[config.mk]
export PLATFORM = sky130hd
export DESIGN_NAME = debounce_sync
export DESIGN_NICKNAME = d
export VERILOG_FILES = /design/src/rtl/debounce_pkg.sv /design/src/rtl/sync_chain.sv /design/src/rtl/debounce_sync.sv
export SDC_FILE = /design/constraint.sdc
export NUM_CORES = 1
export LEC_CHECK = 0
export CAP_MARGIN = 20
export CORE_AREA = 2 2 39 41
export DETAILED_ROUTE_END_ITERATION = 6
export DIE_AREA = 0 0 41 43
export PLACE_DENSITY = 0.55
export RECOVER_POWER = 25
export SYNTH_ARGS = -nofsm -noshare
export SYNTH_HDL_FRONTEND = slang
export SYNTH_SLANG_ARGS = --single-unit
[constraint.sdc]
create_clock -name clk -period 1.8 [get_ports clk]
set_input_delay 0.36 -clock clk [delete_from_list [all_inputs] [get_ports clk]]
set_output_delay 0.36 -clock clk [all_outputs]
set_load 0.02 [all_outputs]
[src/rtl/debounce_pkg.sv]
// Shared definitions for the debounce/synchronizer block.
//   state_e        : 2-bit FSM encoding (LOW=00, CHK_H=01, HIGH=11, CHK_L=10)
//   *_MIN / *_MAX  : legal parameter limits
//   *_DEF          : default parameter values
//   cnt_width()    : qualification counter width for a given STABLE_CYCLES
package debounce_pkg;

  typedef enum logic [1:0] {
    ST_LOW   = 2'b00,
    ST_CHK_H = 2'b01,
    ST_HIGH  = 2'b11,
    ST_CHK_L = 2'b10
  } state_e;

  localparam int SYNC_STAGES_MIN   = 2;
  localparam int SYNC_STAGES_MAX   = 4;
  localparam int SYNC_STAGES_DEF   = 2;
  localparam int STABLE_CYCLES_MIN = 2;
  localparam int STABLE_CYCLES_MAX = 255;
  localparam int STABLE_CYCLES_DEF = 8;

  // Wide enough to hold STABLE_CYCLES; the counter only ever reaches
  // STABLE_CYCLES-1 because every state exit clears it.
  function automatic int cnt_width(input int stable_cycles);
    return $clog2(stable_cycles + 1);
  endfunction

endpackage

[src/rtl/sync_chain.sv]
// Multi-flop synchronizer for a single asynchronous level.
//   clk : sampling clock (rising edge)
//   rst : asynchronous active-low clear of every stage
//   d   : asynchronous input
//   q   : synchronized output (last stage)
module sync_chain
  import debounce_pkg::*;
#(
  parameter int STAGES = SYNC_STAGES_DEF
) (
  input  logic clk,
  input  logic rst,
  input  logic d,
  output logic q
);

  logic [STAGES-1:0] chain_q;
  logic [STAGES-1:0] chain_d;

  always_comb begin
    chain_d = {chain_q[STAGES-2:0], d};
  end

  always_ff @(posedge clk or negedge rst) begin
    if (!rst) begin
      chain_q <= '0;
    end else begin
      chain_q <= chain_d;
    end
  end

  assign q = chain_q[STAGES-1];

endmodule

[src/rtl/debounce_sync.sv]
// Synchronizes an asynchronous, bouncing level and only lets q follow it
// once the synchronized value has held for STABLE_CYCLES consecutive cycles.
//   clk   : single clock, rising edge
//   rst   : asynchronous active-low reset
//   d_raw : asynchronous, possibly bouncing input level
//   q     : debounced level (registered)
//   rise  : one-cycle pulse after q goes 0->1 (registered)
//   fall  : one-cycle pulse after q goes 1->0 (registered)
//   busy  : high while a candidate transition is being qualified (registered)
//
// state    | meaning
// ---------+-------------------------------------------------
// ST_LOW   | q=0, input agrees with q
// ST_CHK_H | q=0, input went high, counting stable-high cycles
// ST_HIGH  | q=1, input agrees with q
// ST_CHK_L | q=1, input went low, counting stable-low cycles
module debounce_sync
  import debounce_pkg::*;
#(
  parameter int SYNC_STAGES   = SYNC_STAGES_DEF,
  parameter int STABLE_CYCLES = STABLE_CYCLES_DEF
) (
  input  logic clk,
  input  logic rst,
  input  logic d_raw,
  output logic q,
  output logic rise,
  output logic fall,
  output logic busy
);

  localparam int CNT_W = cnt_width(STABLE_CYCLES);
  localparam logic [CNT_W-1:0] CNT_LAST = CNT_W'(STABLE_CYCLES - 1);
  localparam logic [CNT_W-1:0] CNT_ONE  = CNT_W'(1);

  logic             sync_in;
  state_e           state_q, state_d;
  logic [CNT_W-1:0] cnt_q, cnt_d;
  logic             q_q, q_d;
  logic             rise_q, rise_d;
  logic             fall_q, fall_d;
  logic             busy_q, busy_d;

  sync_chain #(
    .STAGES(SYNC_STAGES)
  ) u_sync_chain (
    .clk(clk),
    .rst(rst),
    .d  (d_raw),
    .q  (sync_in)
  );

  // The entry cycle already counts as the first stable sample, so the
  // check states start at 1 and exit on STABLE_CYCLES-1.
  always_comb begin
    state_d = state_q;
    cnt_d   = '0;
    unique case (state_q)
      ST_LOW: begin
        if (sync_in) begin
          state_d = ST_CHK_H;
          cnt_d   = CNT_ONE;
        end
      end
      ST_CHK_H: begin
        if (!sync_in) begin
          state_d = ST_LOW;
        end else if (cnt_q == CNT_LAST) begin
          state_d = ST_HIGH;
        end else begin
          cnt_d = cnt_q + CNT_ONE;
        end
      end
      ST_HIGH: begin
        if (!sync_in) begin
          state_d = ST_CHK_L;
          cnt_d   = CNT_ONE;
        end
      end
      ST_CHK_L: begin
        if (sync_in) begin
          state_d = ST_HIGH;
        end else if (cnt_q == CNT_LAST) begin
          state_d = ST_LOW;
        end else begin
          cnt_d = cnt_q + CNT_ONE;
        end
      end
      default: begin
        state_d = ST_LOW;
      end
    endcase

    // Outputs are decoded from the next state so they land in flops
    // on the same edge as the state itself.
    q_d    = (state_d == ST_HIGH) || (state_d == ST_CHK_L);
    busy_d = (state_d == ST_CHK_H) || (state_d == ST_CHK_L);
    rise_d = q_d & ~q_q;
    fall_d = ~q_d & q_q;
  end

  always_ff @(posedge clk or negedge rst) begin
    if (!rst) begin
      state_q <= ST_LOW;
      cnt_q   <= '0;
      q_q     <= 1'b0;
      rise_q  <= 1'b0;
      fall_q  <= 1'b0;
      busy_q  <= 1'b0;
    end else begin
      state_q <= state_d;
      cnt_q   <= cnt_d;
      q_q     <= q_d;
      rise_q  <= rise_d;
      fall_q  <= fall_d;
      busy_q  <= busy_d;
    end
  end

  assign q    = q_q;
  assign rise = rise_q;
  assign fall = fall_q;
  assign busy = busy_q;

endmodule

-- Word level (Yosys, flattened, before mapping)
Cells that the tools add are included.
- input bits: 3
- output and inout bits: 4
- register bits after elaboration: 12
- logic and storage cells: 35
- $add $sub $neg: 1
- reduce and logical (&&, ||, !) cells: 3
- muxes and demuxes: 13
- bitwise logic cells: 4
- eq/ne operators: 7
- operator list (kind ; count):
    $pmux 4 s4 ; 1
    $mux 2 ; 6
    $mux 4 ; 3
    $eq 2x2->1 const B ; 4
    $pmux 2 s4 ; 1
    $add 4x1->4 const B ; 1
    $eq 2x1->1 const B ; 2
    $eq 4x3->1 const B ; 1
    $and 1x1->1 ; 2
    $logic_not 2->1 ; 1
    $logic_or 1x1->1 ; 2
    $mux 1 ; 2
    $not 1->1 ; 2

-- Logic depth before layout (Yosys ltp)
- word-level depth: 8
- gate-level depth with buffers: 4
- gate-level depth less buffers: 4

-- Cells and area by module
A second synthesis with hierarchy kept.
- cells, all modules: 37
- area total of the unflattened synthesis: 456.7 µm²
- by module, submodules not included (module ; cells an instance ; seq. area each (µm²) ; instances ; area each (µm²)):
    debounce_sync ; 35 ; 225.2 ; 1 ; 406.6
    sync_chain ; 2 ; 50.0 ; 1 ; 50.0

-- Worst setup path before layout
OpenSTA, ideal clock, no wires.
- path kind: register to register
- from: register cnt_q[0]
- to: register cnt_q[0]
- data arrival time: 1.105 ns
- setup time: 0.080 ns
- path buffers: 0
- clock period less this slack: 1.184 ns
- required time: 1.720 ns
- setup slack: 0.616 ns
- cell stages (with the launch flop): 5
- cell sequence: dfrtp_1 -> ha_1 -> and3b_4 -> o21a_1 -> o22ai_2
- longest elaborated chain between the ends: 4
- elaborated cells on any way between the ends: 6
- those cells by class: add/sub: 1; eq/ne: 1; mux: 4
- ends and longest elaborated chain (what ; RTL line ; source):
    from (decl) ; debounce_sync.sv:38 ; logic [CNT_W-1:0] cnt_q, cnt_d;
    from (signal assigned) ; debounce_sync.sv:112 ; cnt_q <= cnt_d;
    $add 4x1->4 / $eq 4x3->1 (equally long branches) ; -- ;
    $mux 4 (*) ; debounce_sync.sv:68, debounce_sync.sv:83 ;
    $mux 4 (on tied branches) ; debounce_sync.sv:81, debounce_sync.sv:66 ;
    $pmux 4 s4 (*) ; debounce_sync.sv:58 ; unique case (state_q)
    net cnt_d[0] ; debounce_sync.sv:38 ;
The timed path passes the listed nets; every way through them passes the cells marked *.

-- Final worst setup path
- from: register q_q (netlist: q)
- to: output q
- RTL lines (what ; RTL line ; source):
    from (decl) ; debounce_sync.sv:39 ; logic q_q, q_d;
    from (signal assigned) ; debounce_sync.sv:113 ; q_q <= q_d;
    to (decl) ; debounce_sync.sv:26 ; output logic q,
No word-level cell between the ends.

==> impl_metrics.yaml <==
placement:
  port_buffers: 6
  dp.cells: 58
  gp_congestion: 0.728
  dp_hpwl_um: 583
  pre_cts_slack_ns: 0.358
critical_path:
  slowest_stage: "clkdlybuf4s50_1"
  startpoint_type: "register"
  critPathKind: "register to primary output"
  cpLargestDelayFamily: "buffers and inverters"
  cp_slowest_stage_delay_ns: 0.64
  cp_max_fo: 6
  path_buf_inv: 1
  reg2reg_slack_ns: 0.55
  endpoint_kind: "primary output"
  cp.arrival_ns: 1.36
  worst_ep_required_time_ns: 1.44
  path_cells: "clkdlybuf4s50_1"
global_route:
  overflow: 0
  grt_pass1_wl_um: 1240
  track_usage_pct: 10.6
  antenna_found_initial: 0
  grt_pass1_vias: 294
  grt_max_degree: 12
floorplan:
  core_area_um2: 1380
  die_w_um: 41
  dieArea_um2: 1760
  rows: 14
  ios: 7
  start_util_pct: 33.0
  die_h_um: 43
routing:
  first_pass_iters: 4
  postRouteAntennaNets: 0
  drt_iter0_markers: 1
  route.detailed.drc: 0
  vias: 314
  drt-wirelength-per-cell_um: 11.8
  finalWirelength_um: 729
  avgViaCountPerCell: 5.06
logic_synthesis:
  synth.largest_area_cell: "dfrtp_1"
  synth_top_area_share_pct: 60.3
  synth-simple-area-share_pct: 18.9
  syn_area_um2: 457
  synth_seq_cells: 11
  synth_area_per_cell_um2: 12.3
  synth_cells: 37
  ys_seq_area_share_pct: 60.3
  ys_warn_count: 0
  synthXorXnorAreaFrac_pct: 3.84
  syn_nets: 41
  ys_top_cells_by_area: "dfrtp_1 (60%), o21a_1 (3.3%), nand2b_4 (3.0%)"
  synth_top_family_by_area: "simple AND/OR/NAND/NOR gates"
  synth_mux_area_share_pct: 0
  yosysUniqueCellTypes: 22
  synth_compound_area_share_pct: 12.6
  synthAdderAreaFrac_pct: 2.74
final_layout:
  drive_above_1_share_pct: 15.2
  antenna_cells: 0
  nNetsFinal: 51
  finalNonFillerCells: 62
  area_delta_synth_final_pct: 22.5
  post-route-util_pct: 40.4
timing:
  fin_crit_ns: 1.72
  tightestPinTransition_ns: 0.496
  final_max_slew_viol_count: 0
  setup_viol: 0
  fin_crit_sh_pct: 95.8
  finalSetupTns_ns: 0
  clock_skew_ns: 0.00479
  fin_ws_ns: 0.0758
  grt_setup_unrepaired: "no"
  fmax_mhz: 580
  hold_violations: 0
  relSlewSlack_pct: 66.9
pwr:
  cellPowerDensity_nw_per_um2: 805
  leakage_nw: 0.237
  peakVddDrop_mv: 0.327
clocking:
  hold_buffers: 0
  clk_pin_slew_ns: 0.07
  cts_resized: 0
  cts.path.max_buffers: 2
  htreeDepth: 1
  cts_tree: "yes"
  clock_latency_ns: 0.26
  numCtsBuffers: 3
  post_cts_buffers: 0
  cts.sinks: 11
  cts-root-buf: "clkbuf_4"
job:
  maxCapViolCount: 0
outcome:
  outcome: "completed"
hold_path:
  hold_path_class: "register to register"
## routing by layer
| layer | routed length, um | track usage (%) | share of wire [%] |
|---|---|---|---|
| met3 | 51 | 3.14 | 7.0 |
| met4 | 19 | 6.00 | 2.6 |
| met1 | 301 | 13.3 | 41 |
| met5 | 0 | 0 | 0 |
| met2 | 356 | 15.6 | 49 |
## worst paths after layout
check	start	to	depth (start not counted)
setup / recovery	q	q	1
hold / removal	u_sync_chain.chain_q[0]	u_sync_chain.chain_q[1]	0
setup reg to reg	cnt_q[0]	cnt_q[0]	4
hold reg to reg	u_sync_chain.chain_q[0]	u_sync_chain.chain_q[1]	0
max in group asynchronous	rst	cnt_q[2]	1
min in group asynchronous	rst	fall	1
## cell families (layout without fill, tap and decap cells)
| kind of cell | count (synthesis) | in the layout |
|---|---|---|
| and+or+nand+nor | 13 | 13 |
| DFF | 11 | 11 |
| AOI/OAI and AO/OA | 8 | 8 |
| xor gates and xnor gates | 2 | 2 |
| buffers and inverters | 2 | 11 |
| adders and majority gates | 1 | 1 |
## cells in the mapped netlist (all sizes together)
cell / n
dfrtp: 11
o22a: 1
o22ai: 2
inv: 1
o21ai: 1
a21oi: 2
and3b: 1
clkbuf: 1
nand3: 1
ha: 1
nor2: 3
nand2: 1
o21a: 2
xor2: 1
nor2b: 1
xnor2: 1
nor3: 3
nand2b: 2
nand3b: 1
## power by group
| group | switching (W) | internal (W) |
|---|---|---|
| Combinational | 0.0000143 | 0.0000139 |
| Sequential | 0.00000664 | 0.000255 |
| Clock | 0.0000751 | 0.0000856 |
## flip-flops by register name, indices dropped and copies added, names as in the netlist
signal                cells
cnt_q                     4
u_sync_chain.chain_q      2
busy                      1
fall                      1
q                         1
rise                      1
state_q                   1
## layout make-up
type	count	area [um2]
clock buffer	4	26.3
fill	132	825
inverter	1	3.75
sequential	11	275
tap	16	20.0
multi-input combinational	24	174
timing repair buffer	6	60.1
## stage by stage
stage	area, um2	hold slack (ns)	total power (W)
6_report	559	0.355	0.000450
5_1_grt	559	0.377	0.000472
4_1_cts	559	0.363	0.000460
3_5_place_dp	533	0.339	0.000295
3_3_place_gp	533	0.340	0.000294
2_1_floorplan	457	0.0644	0.000281
## cells in the final DEF, fill, tap and decap left out, types with 2 or more instances in the layout
cell type,netlist,final
clkbuf_4,0,3
dlygate4sd3_1,0,2
clkdlybuf4s50_1,0,4
o21a_1,2,2
nor3_1,2,2
nor2_1,3,3
a21oi_1,2,2
dfrtp_1,11,11
No activity file was read; power rests on OpenSTA's default activity.
